### src/rtl/res_hex_uart.sv
// res_hex_uart: response-stream debug sink. Bytes are queued in a FIFO,
// rendered as two uppercase hex digits plus a space (or CR LF at the end of
// a text line) and shifted out on an 8N1 UART line with no idle gaps.
module res_hex_uart #(
    parameter int CLKS_PER_BIT = 434,
    parameter int FIFO_AW      = 4,
    parameter int LINE_BYTES   = 16
) (
    input  logic               clk_i,
    input  logic               rst_n_i,
    input  logic               in_stb_i,
    input  logic [7:0]         in_data_i,
    output logic               in_ack_o,
    output logic               txd_o,
    output logic               busy_o,
    output logic [FIFO_AW:0]   fifo_level_o
);
    localparam int DEPTH = 2 ** FIFO_AW;
    localparam int CW    = $clog2(CLKS_PER_BIT);
    localparam int LW    = (LINE_BYTES > 1) ? $clog2(LINE_BYTES) : 1;

    typedef enum logic [2:0] {S_IDLE, S_HI, S_LO, S_SEP, S_CR, S_LF} state_t;

    // FIFO
    logic [7:0]         mem_q [DEPTH];
    logic [FIFO_AW-1:0] wr_ptr_q, rd_ptr_q;
    logic [FIFO_AW:0]   level_q;
    logic               push, pop, fifo_empty;
    logic [7:0]         head;

    // formatter
    state_t             state_q;
    logic [7:0]         byte_q;
    logic [LW-1:0]      line_q;
    logic               sent_q;
    logic               line_end;

    // transmitter
    logic               tx_act_q, txd_q;
    logic [3:0]         bit_q;
    logic [CW-1:0]      cnt_q;
    logic [7:0]         sh_q;
    logic               tx_last, tx_free, tx_start;
    logic [7:0]         tx_char;

    function automatic logic [7:0] hex_char(input logic [3:0] n);
        return (n < 4'd10) ? (8'h30 + {4'h0, n}) : (8'h37 + {4'h0, n});
    endfunction

    function automatic logic [7:0] state_char(input state_t s, input logic [7:0] b);
        case (s)
            S_HI:    return hex_char(b[7:4]);
            S_LO:    return hex_char(b[3:0]);
            S_SEP:   return 8'h20;
            S_CR:    return 8'h0D;
            S_LF:    return 8'h0A;
            default: return 8'h00;
        endcase
    endfunction

    // Full test uses the registered level only, so a same-cycle pop never frees a slot.
    assign in_ack_o     = rst_n_i & in_stb_i & (level_q != (FIFO_AW+1)'(DEPTH));
    assign push         = in_ack_o;
    assign fifo_empty   = (level_q == '0);
    assign head         = mem_q[rd_ptr_q];
    assign line_end     = (line_q == LW'(LINE_BYTES - 1));
    assign tx_last      = tx_act_q && (bit_q == 4'd9) && (cnt_q == CW'(CLKS_PER_BIT - 1));
    assign tx_free      = !tx_act_q || tx_last;
    assign txd_o        = txd_q;
    assign fifo_level_o = level_q;
    assign busy_o       = !fifo_empty || (state_q != S_IDLE) || tx_act_q;

    // Hand-off decode: the next char is loaded on the very edge the current stop bit ends.
    always_comb begin
        pop      = 1'b0;
        tx_start = 1'b0;
        tx_char  = 8'h00;
        if (state_q == S_IDLE) begin
            pop = !fifo_empty;
        end else if (!sent_q) begin
            tx_start = tx_free;
            tx_char  = state_char(state_q, byte_q);
        end else if (tx_last) begin
            case (state_q)
                S_HI: begin
                    tx_start = 1'b1;
                    tx_char  = state_char(S_LO, byte_q);
                end
                S_LO: begin
                    tx_start = 1'b1;
                    tx_char  = line_end ? state_char(S_CR, byte_q) : state_char(S_SEP, byte_q);
                end
                S_CR: begin
                    tx_start = 1'b1;
                    tx_char  = state_char(S_LF, byte_q);
                end
                default: begin
                    // separator or LF finished: chain straight into the next byte if one waits
                    pop      = !fifo_empty;
                    tx_start = !fifo_empty;
                    tx_char  = hex_char(head[7:4]);
                end
            endcase
        end
    end

    // FIFO storage; contents need no reset.
    always_ff @(posedge clk_i) begin
        if (push) mem_q[wr_ptr_q] <= in_data_i;
    end

    // FIFO pointers and fill level.
    always_ff @(posedge clk_i or negedge rst_n_i) begin
        if (!rst_n_i) begin
            wr_ptr_q <= '0;
            rd_ptr_q <= '0;
            level_q  <= '0;
        end else begin
            if (push) wr_ptr_q <= wr_ptr_q + 1'b1;
            if (pop)  rd_ptr_q <= rd_ptr_q + 1'b1;
            case ({push, pop})
                2'b10:   level_q <= level_q + 1'b1;
                2'b01:   level_q <= level_q - 1'b1;
                default: level_q <= level_q;
            endcase
        end
    end

    // Formatter FSM: walks HI, LO, then SEP or CR/LF, advancing as each char is handed off.
    always_ff @(posedge clk_i or negedge rst_n_i) begin
        if (!rst_n_i) begin
            state_q <= S_IDLE;
            byte_q  <= '0;
            line_q  <= '0;
            sent_q  <= 1'b0;
        end else begin
            if (state_q == S_IDLE) begin
                if (pop) begin
                    byte_q  <= head;
                    state_q <= S_HI;
                    sent_q  <= 1'b0;
                end
            end else if (!sent_q) begin
                if (tx_start) sent_q <= 1'b1;
            end else if (tx_last) begin
                case (state_q)
                    S_HI: state_q <= S_LO;
                    S_LO: begin
                        if (line_end) begin
                            state_q <= S_CR;
                            line_q  <= '0;
                        end else begin
                            state_q <= S_SEP;
                            line_q  <= line_q + 1'b1;
                        end
                    end
                    S_CR: state_q <= S_LF;
                    default: begin
                        if (pop) begin
                            byte_q  <= head;
                            state_q <= S_HI;
                        end else begin
                            state_q <= S_IDLE;
                            sent_q  <= 1'b0;
                        end
                    end
                endcase
            end
        end
    end

    // 8N1 shifter: start bit, D0..D7 LSB first, stop bit, each CLKS_PER_BIT cycles.
    always_ff @(posedge clk_i or negedge rst_n_i) begin
        if (!rst_n_i) begin
            tx_act_q <= 1'b0;
            txd_q    <= 1'b1;
            bit_q    <= '0;
            cnt_q    <= '0;
            sh_q     <= '0;
        end else if (tx_start) begin
            tx_act_q <= 1'b1;
            txd_q    <= 1'b0;
            bit_q    <= '0;
            cnt_q    <= '0;
            sh_q     <= tx_char;
        end else if (tx_act_q) begin
            if (cnt_q == CW'(CLKS_PER_BIT - 1)) begin
                cnt_q <= '0;
                if (bit_q == 4'd9) begin
                    tx_act_q <= 1'b0;
                end else begin
                    bit_q <= bit_q + 4'd1;
                    if (bit_q < 4'd8) begin
                        txd_q <= sh_q[0];
                        sh_q  <= {1'b0, sh_q[7:1]};
                    end else begin
                        txd_q <= 1'b1;
                    end
                end
            end else begin
                cnt_q <= cnt_q + 1'b1;
            end
        end
    end
endmodule

### config.mk
export PLATFORM = sky130hd
export DESIGN_NAME = res_hex_uart
export DESIGN_NICKNAME = d
export VERILOG_FILES = /design/src/rtl/res_hex_uart.sv
export SDC_FILE = /design/constraint.sdc
export NUM_CORES = 1
export LEC_CHECK = 0
export CELL_PAD_IN_SITES_DETAIL_PLACEMENT = 1
export CELL_PAD_IN_SITES_GLOBAL_PLACEMENT = 1
export CORE_MARGIN = 2
export CORE_UTILIZATION = 52
export CTS_CLUSTER_SIZE = 20
export DETAILED_ROUTE_END_ITERATION = 7
export PLACE_DENSITY = 0.81
export SLEW_MARGIN = 20
export SYNTH_ARGS = -nofsm -noshare
export SYNTH_HDL_FRONTEND = slang
export SYNTH_SLANG_ARGS = --single-unit
### constraint.sdc
create_clock -name clk_i -period 3.9 [get_ports clk_i]
set_input_delay 0.39 -clock clk_i [delete_from_list [all_inputs] [get_ports clk_i]]
set_output_delay 0.39 -clock clk_i [all_outputs]
set_load 0.05 [all_outputs]
## Yosys cells after proc, flatten, opt, wreduce, memory -nomap -nowiden

Memories as Yosys holds them, arrays and structs flattened.
Index checks and enable logic that the tools add are counted.

- Logic and storage cells: 130
- Output and inout port bits: 8
- Register bits after elaboration: 52
- Memory bits (writable): 128
- Memories kept: 1

Memory list:

| memory | words | width | rd ports | clocked after Yosys merged registers in | wr ports | RTL line | text |
|---|---|---|---|---|---|---|---|
| mem_q | 16 | 8 | 1 | 0 | 1 | 25 | `logic [7:0] mem_q [DEPTH];` |

- Reduce and logical (&&, ||, !) cells: 22
- $lt $le $gt $ge: 4
- Add/sub/neg operators: 13
- Bitwise gates (word level): 3
- Multiplexer cells: 61
- Equal/unequal tests: 14

Operator list:

| kind | count |
|---|---|
| $mux 8 | 12 |
| $add 6x4->7 const A | 6 |
| $pmux 7 s5 | 1 |
| $mux 7 | 4 |
| $mux 1 | 27 |
| $mux 9 | 3 |
| $pmux 7 s3 | 1 |
| $mux 4 | 5 |
| $add 4x1->4 const B | 4 |
| $lt 4x4->1 const B | 4 |
| $mux 3 | 5 |
| $reduce_bool 2->1 | 6 |
| $pmux 5 s2 | 1 |
| $add 9x1->9 const B | 1 |
| $eq 9x9->1 const B | 1 |
| $pmux 3 s3 | 1 |
| $reduce_and 3->1 | 3 |
| $eq 4x4->1 const B | 2 |
| $reduce_and 4->1 | 2 |
| $eq 3x2->1 const B | 2 |
| $eq 3x3->1 const B | 2 |
| $mux 6 | 1 |
| $add 5x1->5 const B | 1 |
| $logic_not 5->1 | 1 |
| other kinds (15) | 21 |

## Logic depth before layout (Yosys ltp)

Gate-level depths: netlist of the first run.

- Depth after elaboration: 11
- Depth in mapped cells: 17

## Worst setup path after synthesis of the first run

No wires, ideal clock.

- Path type: register -> register
- Start point: reg level_q[1], in the netlist fifo_level_o[1]
- End point: reg level_q[4], in the netlist fifo_level_o[4]
- Path slack: -0.147 ns
- Period minus slack after synthesis: 4.047 ns
- Cell stages (with the launch flop): 15
- Arrival: 3.924 ns
- Cell sequence: dfrtp_1 clkbuf_1 nor4_1 a21oi_1 inv_1 ha_1 clkbuf_1 xor2_1 ha_1 o21a_1 o22a_1 a21oi_1 xor2_1 nor2_1 xnor2_1

RTL lines:

| item | RTL line | text |
|---|---|---|
| start, declared | 27 | `logic [FIFO_AW:0] level_q;` |
| start signal, assigned | 122 | `2'b10: level_q <= level_q + 1'b1;` |
| start signal, assigned | 123 | `2'b01: level_q <= level_q - 1'b1;` |
| start signal, assigned | 124 | `default: level_q <= level_q;` |
| $ne 5x5->1 * | 62 | `assign in_ack_o = rst_n_i & in_stb_i & (level_q != (FIFO_AW+1)'(DEPTH));` |
| $and 1x1->1 * | 62 |  |
| named net in_ack_o | 13 | `output logic in_ack_o,` |
| $eq 2x1->1 or $eq 2x2->1 (tied branches) | 121 | `case ({push, pop})` |
| $pmux 5 s2 or $reduce_bool 2->1 (tied branches) | -- |  |

The timed path passes the listed nets; every way through them passes the cells marked *.
A chain may end at the register's enable or synchronous reset.

## Final worst setup path of the first run

- Start point: reg cnt_q[1]
- End point: reg level_q[4], in the netlist fifo_level_o[4]

- Longest elaborated chain between the ends: 7

Ends and longest elaborated chain:

| item | RTL line | text |
|---|---|---|
| start, declared | 41 | `logic [CW-1:0] cnt_q;` |
| start signal, assigned | 201 | `cnt_q <= cnt_q + 1'b1;` |
| $eq 9x9->1 * | 67 | `assign tx_last = tx_act_q && (bit_q == 4'd9) && (cnt_q == CW'(CLKS_PER_BIT - 1));` |
| $logic_and 1x1->1 * | 67 |  |
| $mux 1 * | 83 | `end else if (tx_last) begin` |
| $mux 1 * | 80 | `end else if (!sent_q) begin` |
| $mux 1 * | 78 | `if (state_q == S_IDLE) begin` |
| $eq 2x1->1 or $eq 2x2->1 (tied branches) | 121 |  |
| $pmux 5 s2 or $reduce_bool 2->1 (tied branches) | -- |  |

Mark *: on every way between the ends. The rest lies on a longest branch, timed or not.

==> impl_results.md, run 1 <==
* Worst path max stage delay at ~0.42 ns
* Crit end category: flip-flop
* Max Fanout on Critical Path at 8
* Main flop type after synthesis: edfxtp_1
* Drt pass-1 iters at 5
* Seq cells post-synth at 179
* Crit-path most repeated cell: ha_1
* Syn avg cell area at 13.8 um2
* GPL Wtd Cong at ~0.9
* GR Util All Layers at 0.256
* Number of synthesized flops with an enable pin at roughly 130
* Setup TNS at 0 ns
* # Post-CTS Setup Buffers at 0
* FFs w/ async S/R, synth at 0.285
* Post-route ant nets at 0
* Cts repair resizes at 0
* GRT overflow at 0
* Die area at about 0.017 mm2
* First-pass GRT wire length at 31700 um
* Most common cell after layout, fill and taps aside: edfxtp_1
* Sequential share of the synthesized area at 0.613
* Post-DP HPWL at ~14000 um
* Period utilization at 0.915
* Critical Path RT at approximately 4.2 ns
* Nets at around 650
* Most frequent cells in the layout: 128 x edfxtp_1, 56 x nand2_1, 49 x dfrtp_1
* Min cycle time layout at around 3.6 ns
* Leakage power at 3.40 nW
* Cell Chain, Critical Path: inv_1, ha_1, nand4b_2, or3_1, a2bb2oi_1, nor3_2, ha_1, xor2_1, ha_1, o21a_1, o22a_1, a21oi_1, xor2_1, nor2_1, xnor2_1
* Vias in the first global route at roughly 5500
* Placed cells at a little over 800
* Peak Freq at roughly 280 MHz
* Die Span Y at approximately 130 um
* Num CTS Buffers at 17
* Initial Utilization at 0.529
* Io pins at 19
* CP max stage cell: dfrtp_1
* Worst Path Arrival at a little under 4 ns
* Skew final at between 0.01 and 0.015 ns
* Initial antenna violation count at 0
* CP Launch Point: cnt_q[1]$_DFFE_PN0P_
* Critical Path Source Type: flip-flop
* RSZ-0062 raised after global routing: no
* Pin count of the biggest net entering global routing at 52
* Final setup vio count at 0
* TritonCTS clock tree: done
* CTS H-tree lvls at 4
* Clk_lat worst skew at 0.44 ns
* Drt via density at around 6.1
* Critical path type: flip-flop to flip-flop
* Clock tree buffer depth at 2
* Clk root buf: clkbuf_16
* Post-Synthesis Cells at 604
* Reg2reg start: cnt_q[1]$_DFFE_PN0P_
* Die X at ~130 um
* PD cells at 486 mW/mm2
* CTS clk-pin slew, worst paths at roughly 0.080 ns
* Fraction of layout cells with a size suffix above 1 at 0.139
* Max-cap violations at 0
* Relative slew slack at 0.272
* Slew Limit Fails at 0
* Post-Route WL at about 20000 um
* Status: completed
* CORE AREA at approximately 0.016 mm2
* Critical path buffer and inverter count at 1
* CTS sink cnt at 179
* Port Buf Inserts at 18
* Final hold violation count at 0
* Worst Tran Pin Value at ~1.1 ns
* 1st-iter DRT viols at 302
* Syn nets at 632
* Area growth, synth to finish at 12.2%
* DR WL/cell at between 20 and 25 um
* Row Count at 46
* Synthesized area at ~0.0083 mm2
* DR vias at approximately 5200
* Tightest Hold Check Type: primary input to async pin
* CP delay by family, top: simple AND/OR/NAND/NOR gates
* Distinct cells, synth at 78
* CTS Hold Bufs at 0
* FILL cells at 1519
* Peak supply drop at roughly 480 uV
* Yosys warns at 0
* Number of diodes at 0
* Final Non-Filler Cells at around 860
* Post-route DRC at 0
-- where the power goes --
| group | switching, mW | total (mW) | internal [mW] |
|---|---|---|---|
| Clock | 0.872 | 1.82 | 0.944 |
| Combinational | 0.314 | 0.480 | 0.166 |
| Sequential | 0.0989 | 2.26 | 2.16 |
-- flip-flops by register name, indices dropped and copies added (netlist names) --
| name | flops |
|---|---|
| bit_q | 4 |
| byte_q | 8 |
| cnt_q | 9 |
| fifo_level_o | 5 |
| line_q | 4 |
| mem_q | 128 |
| rd_ptr_q | 4 |
| sent_q | 1 |
| sh_q | 7 |
| state_q | 3 |
| tx_act_q | 1 |
| txd_o | 1 |
| wr_ptr_q | 4 |
-- worst paths after layout --
check / end / cells past startpoint / slack (ns)
max reg2reg: fifo_level_o[4]$_DFFE_PN0P_ / 15 / 0.33
min in group clk_i: wr_ptr_q[0]$_DFFE_PN0P_ / 4 / 0.42
max: fifo_level_o[4]$_DFFE_PN0P_ / 15 / 0.33
min reg2reg: line_q[3]$_DFFE_PN0P_ / 1 / 0.53
min: wr_ptr_q[3]$_DFFE_PN0P_ / 2 / 0.13
max in group asynchronous: rd_ptr_q[0]$_DFFE_PN0P_ / 2 / 3.27
-- Yosys cell counts, drive strengths merged, types with 2 or more instances --
cell type | n | area [um2]
o22a | 2 | 17.5
nand2b | 6 | 37.5
buf | 15 | 88.8
nor2b | 8 | 50.1
mux2i | 10 | 100
a22oi | 8 | 70.1
o2111ai | 2 | 17.5
a311oi | 3 | 26.3
and2 | 4 | 25.0
o21ai | 38 | 190
inv | 17 | 63.8
nand4 | 3 | 18.8
a31oi | 3 | 18.8
o22ai | 4 | 38.8
nand2 | 57 | 216
mux2 | 7 | 78.8
o21a | 2 | 15.0
dfrtp | 50 | 1250
nand3b | 2 | 15.0
clkbuf | 13 | 93.8
mux4 | 30 | 713
a21oi | 31 | 159
and3 | 5 | 31.3
or2 | 2 | 12.5
o211ai | 2 | 15.0
nor3 | 10 | 55.1
nand4b | 2 | 23.8
nand3 | 10 | 50.1
nor4 | 6 | 65.1
xnor2 | 12 | 105
or3 | 6 | 37.5
a2bb2oi | 2 | 17.5
o31ai | 9 | 67.6
edfxtp | 128 | 3840
a221oi | 4 | 35.0
a21boi | 2 | 15.0
nor2 | 41 | 161
xor2 | 10 | 87.6
ha | 17 | 213
-- stage by stage --
step | hold slack (ns) | total power, mW | area [um2] | utilization | setup WS, ns
4_1_cts | 0.142 | 4.58 | 9370 | 0.594 | 0.337
2_1_floorplan | 0.0944 | 2.58 | 8350 | - | 0.347
6_report | 0.134 | 4.55 | 9370 | 0.594 | 0.332
5_1_grt | 0.177 | 4.70 | 9370 | 0.594 | 0.0368
3_5_place_dp | 0.521 | 2.77 | 8710 | 0.553 | 0.425
3_3_place_gp | 0.481 | 2.73 | 8710 | 0.553 | 0.494
-- cells by family (layout without fill, tap and decap cells) --
logic type               count (synthesis)  after routing  share of synthesized area
flip-flops                             179            179                      0.613
AND/OR/NAND/NOR                        168            168                      0.102
XOR/XNOR                                22             22                     0.0231
AO/OA/AOI/OAI                          125            125                     0.0992
adder cells (fa/ha/maj)                 17             17                     0.0255
multiplexers                            47             47                      0.107
buffers and inverters                   46             81                     0.0300
-- layout make-up --
cell class / instances / area (um2) / share of cell area
Tap cell: 216 / 270 / 0.0288
Sequential cell: 179 / 5120 / 0.547
Inverter: 18 / 67.6 / 0.00721
Clock buffer: 17 / 425 / 0.0454
Multi-Input combinational cell: 379 / 2990 / 0.319
Timing Repair Buffer: 31 / 273 / 0.0291
Clock inverter: 15 / 225 / 0.0240
-- layer usage --
metal,vias to the layer above,part of all wire,GRT usage
met3,26,0.034,0.0537
met2,119,0.52,0.450
met4,0,0.021,0.0857
met1,2676,0.42,0.318
li1,2353,-,-
met5,-,0,0
Note: power is estimated with default switching activity, not from simulation.
==> run 2: changes to the inputs <==
CORE_UTILIZATION = 30   (was 52)
PLACE_DENSITY = 0.53   (was 0.81)
==> run 2 against run 1 <==
Effect of this change: sequential share of layout area shrank 1.7 points; critical path type unchanged; hold slack worse by 0.0017 ns; register-to-register slack better by 0.08 ns; via count fell by 0.41%; largest cell class unchanged; global-route usage decreased by 10 points; non-clock buffer count rose by 13; clock power is essentially flat.
==> impl_results.md, run 2 (same netlist as run 1, synthesis figures left out) <==
* GPL Wtd Cong at 0.863 (was 0.897)
* 1st-iter DRT viols at 296 (was 302)
* Number of diodes at 0 (unchanged)
* Critical Path RT at 4.22 ns (about the same)
* Max Fanout on Critical Path at 8 (unchanged)
* Drt pass-1 iters at 4 (was 5)
* Peak supply drop at 236 uV (was 475 uV)
* Leakage power at 3.47 nW (was 3.40 nW)
* Status: completed (unchanged)
* Min cycle time layout at 3.49 ns (was 3.57 ns)
* PD cells at 472 mW/mm2 (was 486 mW/mm2)
* Clock Power Share at 0.398 (was 0.399)
* Metal3 WL at 377 um (was 684 um)
* Max-cap violations at 0 (unchanged)
* Post-route ant nets at 0 (unchanged)
* Tightest Hold Check Type: primary input to async pin (unchanged)
* Post-DP HPWL at 13900 um (was 13600 um)
* Power share of the combinational group at 0.108 (was 0.105)
* First-pass GRT wire length at 33100 um (was 31700 um)
* CP max stage cell: dfrtp_1 (unchanged)
* Most common cell after layout, fill and taps aside: edfxtp_1 (unchanged)
* CTS H-tree lvls at 4 (unchanged)
* Max reg flops at 128 (unchanged)
* Dpl ws at 0.438 ns (was 0.425 ns)
* Period utilization at 0.895 (was 0.915)
* Crit end category: flip-flop (unchanged)
* CORE AREA at 0.0276 mm2 (was 0.0158 mm2)
* Vias in the first global route at 5555 (was 5532)
* Initial Utilization at 0.302 (was 0.529)
* Nets at 667 (was 654)
* GR Util All Layers at 0.152 (was 0.256)
* Final hold violation count at 0 (unchanged)
* DR vias at 5153 (was 5174)
* CTS clk-pin slew, worst paths at 0.08 ns (about the same)
* Die Span Y at 171 um (was 131 um)
* R2R depth at 15 (unchanged)
* RSZ-0062 raised after global routing: no (unchanged)
* Worst path max stage delay at 0.43 ns (was 0.42 ns)
* Clk_lat worst skew at 0.44 ns (about the same)
* Clk root buf: clkbuf_16 (unchanged)
* Slew Limit Fails at 0 (unchanged)
* Io pins at 19 (unchanged)
* Pin count of the biggest net entering global routing at 52 (unchanged)
* Final setup vio count at 0 (unchanged)
* Crit-path most repeated cell: ha_1 (unchanged)
* Worst Path Arrival at 3.81 ns (was 3.89 ns)
* Skew final at 0.0183 ns (was 0.0145 ns)
* Fraction of layout cells with a size suffix above 1 at 0.155 (was 0.139)
* Top reg by flops: mem_q (unchanged)
* Final setup margin at 0.410 ns (was 0.332 ns)
* WL met1 at 9380 um (was 8510 um)
* Num CTS Buffers at 17 (unchanged)
* TritonCTS clock tree: done (unchanged)
* Int Power at 3.23 mW (was 3.27 mW)
* Net Sw Frac at 0.291 (was 0.282)
* Top flop regs: mem_q (128), cnt_q (9), byte_q (8) (unchanged)
* Post-Route WL at 20900 um (was 20200 um)
* # Post-CTS Setup Buffers at 0 (unchanged)
* Initial antenna violation count at 0 (unchanged)
* Critical path buffer and inverter count at 1 (unchanged)
* Sequential share of power at 0.494 (was 0.496)
* Most frequent cells in the layout: 128 x edfxtp_1, 56 x nand2_1, 49 x dfrtp_1 (unchanged)
* FILL cells at 2949 (was 1519)
* Die X at 171 um (was 131 um)
* Die area at 0.0292 mm2 (was 0.0171 mm2)
* Relative slew slack at 0.388 (was 0.272)
* Max layer used: met4 (unchanged)
* Peak Freq at 287 MHz (was 280 MHz)
* CTS sink cnt at 179 (unchanged)
* Area growth, synth to finish at 15.8% (was 12.2%)
* Sw power at 1.33 mW (was 1.29 mW)
* DR WL met2 at 10700 um (was 10600 um)
* Cts repair resizes at 0 (unchanged)
* Port Buf Inserts at 18 (unchanged)
* CTS Hold Bufs at 0 (unchanged)
* Cell Chain, Critical Path: inv_1, ha_1, nand4b_2, or3_1, a2bb2oi_1, nor3_2, ha_1, xor2_1, ha_1, o21a_1, o22a_1, a21oi_1, xor2_1, nor2_1, xnor2_1 (unchanged)
* CP delay by family, top: simple AND/OR/NAND/NOR gates (unchanged)
* Post-route DRC at 0 (unchanged)
* Critical path type: flip-flop to flip-flop (unchanged)
* Clock tree buffer depth at 2 (unchanged)
* Setup TNS at 0 ns (unchanged)
* Row Count at 61 (was 46)
* CP Launch Point: cnt_q[1]$_DFFE_PN0P_ (unchanged)
* Critical Path Source Type: flip-flop (unchanged)
* GRT overflow at 0 (unchanged)
* Drt via density at 5.00 (was 6.05)
* Reg2reg start: cnt_q[1]$_DFFE_PN0P_ (unchanged)
* Worst Tran Pin Value at 0.919 ns (was 1.09 ns)
* DR WL/cell at 20.3 um (was 23.6 um)
* Total stage count of the critical path at 15 (unchanged)
==> run 2: changes by cell type in the layout (fill, tap and decap cells not counted) <==
cell | before | now
inv_12 | 1 | 3
buf_4 | 13 | 25
bufinv_16 | 1 | 0
clkinv_8 | 8 | 5
inv_16 | 0 | 1
buf_12 | 0 | 1
clkinvlp_4 | 0 | 1
clkinv_4 | 2 | 0
inv_8 | 2 | 4
nand4bb_1 | 0 | 1
nand4bb_2 | 1 | 0
==> run 2: worst paths after layout <==
path / endpoint / slack, ns
setup reg to reg: fifo_level_o[4]$_DFFE_PN0P_ / 0.41
hold reg to reg: line_q[3]$_DFFE_PN0P_ / 0.51
max in group asynchronous: rd_ptr_q[0]$_DFFE_PN0P_ / 3.27
min in group clk_i: wr_ptr_q[0]$_DFFE_PN0P_ / 0.42
hold / removal: cnt_q[4]$_DFFE_PN0P_ / 0.13
setup / recovery: fifo_level_o[4]$_DFFE_PN0P_ / 0.41
==> run 2: stage by stage <==
step / instance area, um2 / hold WS, ns / power [mW] / cells / utilization
finish: 9660 / 0.132 / 4.56 / 1030 / 0.350
global placement: 9030 / 0.486 / 2.77 / 998 / 0.327
global route: 9660 / 0.191 / 4.76 / 1030 / 0.350
floorplan: 8350 / 0.0944 / 2.58 / 604 / -
CTS: 9660 / 0.159 / 4.63 / 1030 / 0.350
detailed placement: 9030 / 0.492 / 2.79 / 998 / 0.327
==> run 2: final cells by class <==
class | count | area (um2) | area share
flip-flops and latches | 179 | 5120 | 0.530
multi-input cells | 379 | 2980 | 0.309
well taps | 378 | 473 | 0.0489
clock buffers | 17 | 425 | 0.0440
repair buffers | 44 | 383 | 0.0396
clock inverters | 15 | 211 | 0.0219
inverters | 18 | 67.6 | 0.00699
==> run 2: power groups by stage <==
| stage | clock network (mW) | registers, mW | logic [mW] |
|---|---|---|---|
| detailed placement | 0 | 2.29 | 0.503 |
| global route | 1.95 | 2.27 | 0.541 |
| floorplan | 0 | 2.32 | 0.253 |
| global placement | 0 | 2.28 | 0.485 |
| finish | 1.81 | 2.25 | 0.493 |
| CTS | 1.88 | 2.25 | 0.503 |
==> run 2: worst reg2reg max path: cells and delay by family, from the launching register on <==
family	cells	cell delay, ns
AND/OR/NAND/NOR	4	0.95
buffers and inverters	1	0.09
AO/OA/AOI/OAI	4	0.73
adder cells (fa/ha/maj)	3	0.76
XOR/XNOR	3	0.41
flip-flops	1	0.43
==> run 2: routing by layer <==
layer	vias up	track usage
li1	2390	-
met1	2674	0.194
met2	65	0.266
met3	24	0.0266
met4	0	0.0461
met5	-	0
==> run 3: changes to the inputs <==
CORE_UTILIZATION = 50   (was 30)
CTS_CLUSTER_SIZE = 10   (was 20)
PLACE_DENSITY = 0.79   (was 0.53)
==> run 3 against run 2 <==
Effect of this change: wire length shrank 4.1%; clock skew shrank 0.0053 ns; critical path type unchanged; clock-buffer cell count increased by 1; non-clock buffer count down 8; critical path depth is 2 lower; flip-flop and latch count unchanged; clock power is essentially flat; global-route usage increased by 8.7 points; largest power group unchanged; core utilization grew 22 points; setup slack improved by 0.032 ns; die area is 39% lower; total power down 0.27%; largest cell class unchanged.
==> impl_results.md, run 3 (same netlist as run 1, synthesis figures left out) <==
* Drt via density at 6.01 (was 5.00)
* CORE AREA at 0.0165 mm2 (was 0.0276 mm2)
* FF/Latch Area at 0.00512 mm2 (unchanged)
* Post-DP Area at 0.00876 mm2 (was 0.00903 mm2)
* Clock Power Share at 0.396 (was 0.398)
* Io pins at 19 (unchanged)
* Drt pass-1 iters at 5 (was 4)
* CTS Hold Bufs at 0 (unchanged)
* 1st-iter DRT viols at 389 (was 296)
* Worst Path Arrival at 3.77 ns (was 3.81 ns)
* FILL cells at 1599 (was 2949)
* # Post-CTS Setup Buffers at 0 (unchanged)
* Tightest Hold Check Type: primary input to async pin (unchanged)
* Die Span Y at 133 um (was 171 um)
* First-pass GRT wire length at 31900 um (was 33100 um)
* Grt peak-use layer: met2 (unchanged)
* Most common cell after layout, fill and taps aside: edfxtp_1 (unchanged)
* Sequential share of power at 0.496 (was 0.494)
* Post-route ant nets at 0 (unchanged)
* Nets at 659 (was 667)
* PD cells at 485 mW/mm2 (was 472 mW/mm2)
* Fraction of layout cells with a size suffix above 1 at 0.141 (was 0.155)
* Clk_lat worst skew at 0.43 ns (was 0.44 ns)
* Peak Freq at 289 MHz (was 287 MHz)
* TritonCTS clock tree: done (unchanged)
* Relative slew slack at 0.266 (was 0.388)
* Die X at 133 um (was 171 um)
* Worst Tran Pin Value at 1.10 ns (was 0.919 ns)
* Crit end category: flip-flop (unchanged)
* Critical path type: flip-flop to flip-flop (unchanged)
* Pin count of the biggest net entering global routing at 52 (unchanged)
* GRT overflow at 0 (unchanged)
* GPL Wtd Cong at 0.900 (was 0.863)
* Setup TNS at 0 ns (unchanged)
* Initial Utilization at 0.507 (was 0.302)
* Final hold violation count at 0 (unchanged)
* Post-route DRC at 0 (unchanged)
* RSZ-0062 raised after global routing: no (unchanged)
* Max reg flops at 128 (unchanged)
* Status: completed (unchanged)
* Net Sw Frac at 0.261 (was 0.291)
* CTS sink cnt at 179 (unchanged)
* Final setup vio count at 0 (unchanged)
* Critical Path RT at 4.21 ns (was 4.22 ns)
* GR Util All Layers at 0.240 (was 0.152)
* Slew Limit Fails at 0 (unchanged)
* Min cycle time layout at 3.46 ns (was 3.49 ns)
* Post-Route WL at 20000 um (was 20900 um)
* Initial antenna violation count at 0 (unchanged)
* Max-cap violations at 0 (unchanged)
* Port Buf Inserts at 18 (unchanged)
* Clk root buf: clkbuf_16 (unchanged)
* Multi-input gate area at 0.00298 mm2 (unchanged)
* CTS clk-pin slew, worst paths at 0.07 ns (was 0.08 ns)
* Area growth, synth to finish at 12.3% (was 15.8%)
* DR WL/cell at 23.2 um (was 20.3 um)
* Power share of the combinational group at 0.107 (was 0.108)
* Critical Path Source Type: flip-flop (unchanged)
* Clock tree buffer depth at 2 (unchanged)
* Top reg by flops: mem_q (unchanged)
* Met2 GRT Util at 0.426 (was 0.266)
* Int Power at 3.36 mW (was 3.23 mW)
* Top flop regs: mem_q (128), cnt_q (9), byte_q (8) (unchanged)
* Num CTS Buffers at 17 (unchanged)
* Most frequent cells in the layout: 128 x edfxtp_1, 56 x nand2_1, 49 x dfrtp_1 (unchanged)
* Skew final at 0.0130 ns (was 0.0183 ns)
* Die area at 0.0177 mm2 (was 0.0292 mm2)
* Peak supply drop at 327 uV (was 236 uV)
* M1 GR Usage at 0.296 (was 0.194)
* Vias in the first global route at 5636 (was 5555)
* Post-DP HPWL at 13600 um (was 13900 um)
* Number of diodes at 0 (unchanged)
* CTS H-tree lvls at 4 (unchanged)
* Period utilization at 0.887 (was 0.895)
* DR vias at 5191 (was 5153)
* Cts repair resizes at 0 (unchanged)
* Leakage power at 3.42 nW (was 3.47 nW)
* Sw power at 1.19 mW (was 1.33 mW)
* Max Fanout on Critical Path at 8 (unchanged)
* Post-route cell area at 0.00938 mm2 (was 0.00966 mm2)
* Row Count at 47 (was 61)
* Met3 usage at 0.0384 (was 0.0266)
[run 3: cell types whose count changed in the layout (fill, tap and decap cells not counted), sizes merged]
cell      delta
clkinv       -4
clkbuf       +1
inv          -1
clkinvlp     +1
bufinv       +3
buf          -8
[run 3: path summary, 6_finish.rpt]
check                           slack (ns)                          end  cells after the start                   from
worst min-delay path                  0.14         bit_q[0]$_DFFE_PN0P_                      2                rst_n_i
worst max-delay path                  0.44  fifo_level_o[4]$_DFFE_PN0P_                     13   cnt_q[3]$_DFFE_PN0P_
worst max register to register        0.44  fifo_level_o[4]$_DFFE_PN0P_                     13   cnt_q[3]$_DFFE_PN0P_
worst min register to register        0.51        line_q[3]$_DFFE_PN0P_                      1  line_q[3]$_DFFE_PN0P_
min in group clk_i                    0.42      wr_ptr_q[0]$_DFFE_PN0P_                      4                rst_n_i
max in group asynchronous             3.27      rd_ptr_q[0]$_DFFE_PN0P_                      2                rst_n_i
[run 3: per-stage QoR]
step | instances | hold slack (ns) | power, mW | util | setup slack, ns
after floorplan | 604 | 0.0944 | 2.58 | - | 0.347
after global placement | 832 | 0.482 | 2.74 | 0.532 | 0.628
after detailed placement | 832 | 0.496 | 2.78 | 0.532 | 0.486
after CTS | 864 | 0.158 | 4.59 | 0.569 | 0.424
after global routing | 864 | 0.201 | 4.69 | 0.569 | 0.149
final | 864 | 0.144 | 4.55 | 0.569 | 0.442
[run 3: final cells by class]
cell class	count	share of cell area
clock buffer	18	0.0458
inverter	18	0.00721
clock inverter	14	0.0202
multi-input combinational	379	0.318
sequential	179	0.546
timing repair buffer	36	0.0331
tap	220	0.0294
[run 3: worst max-delay path, stage by stage, from the launching register on]
cell,delay (ns)
dfrtp_1,0.42
nand4bb_1,0.41
or3_1,0.49
a2bb2oi_1,0.18
nor3_2,0.22
ha_1,0.37
xor2_1,0.12
ha_1,0.23
o21a_1,0.19
o22a_1,0.21
a21oi_1,0.17
xor2_1,0.16
nor2_1,0.06
xnor2_1,0.12
[run 3: power by group through the flow]
stage          Combinational (mW)  Clock [mW]  Sequential, mW
5_1_grt                     0.533        1.89            2.27
2_1_floorplan               0.253           0            2.32
3_5_place_dp                0.489           0            2.29
4_1_cts                     0.496        1.84            2.26
6_report                    0.487        1.80            2.26
3_3_place_gp                0.460           0            2.28
[run 3: layer usage]
layer | vias up | share of wire
li1 | 2368 | -
met1 | 2681 | 0.42
met2 | 111 | 0.53
met3 | 31 | 0.033
met4 | 0 | 0.025
met5 | - | 0
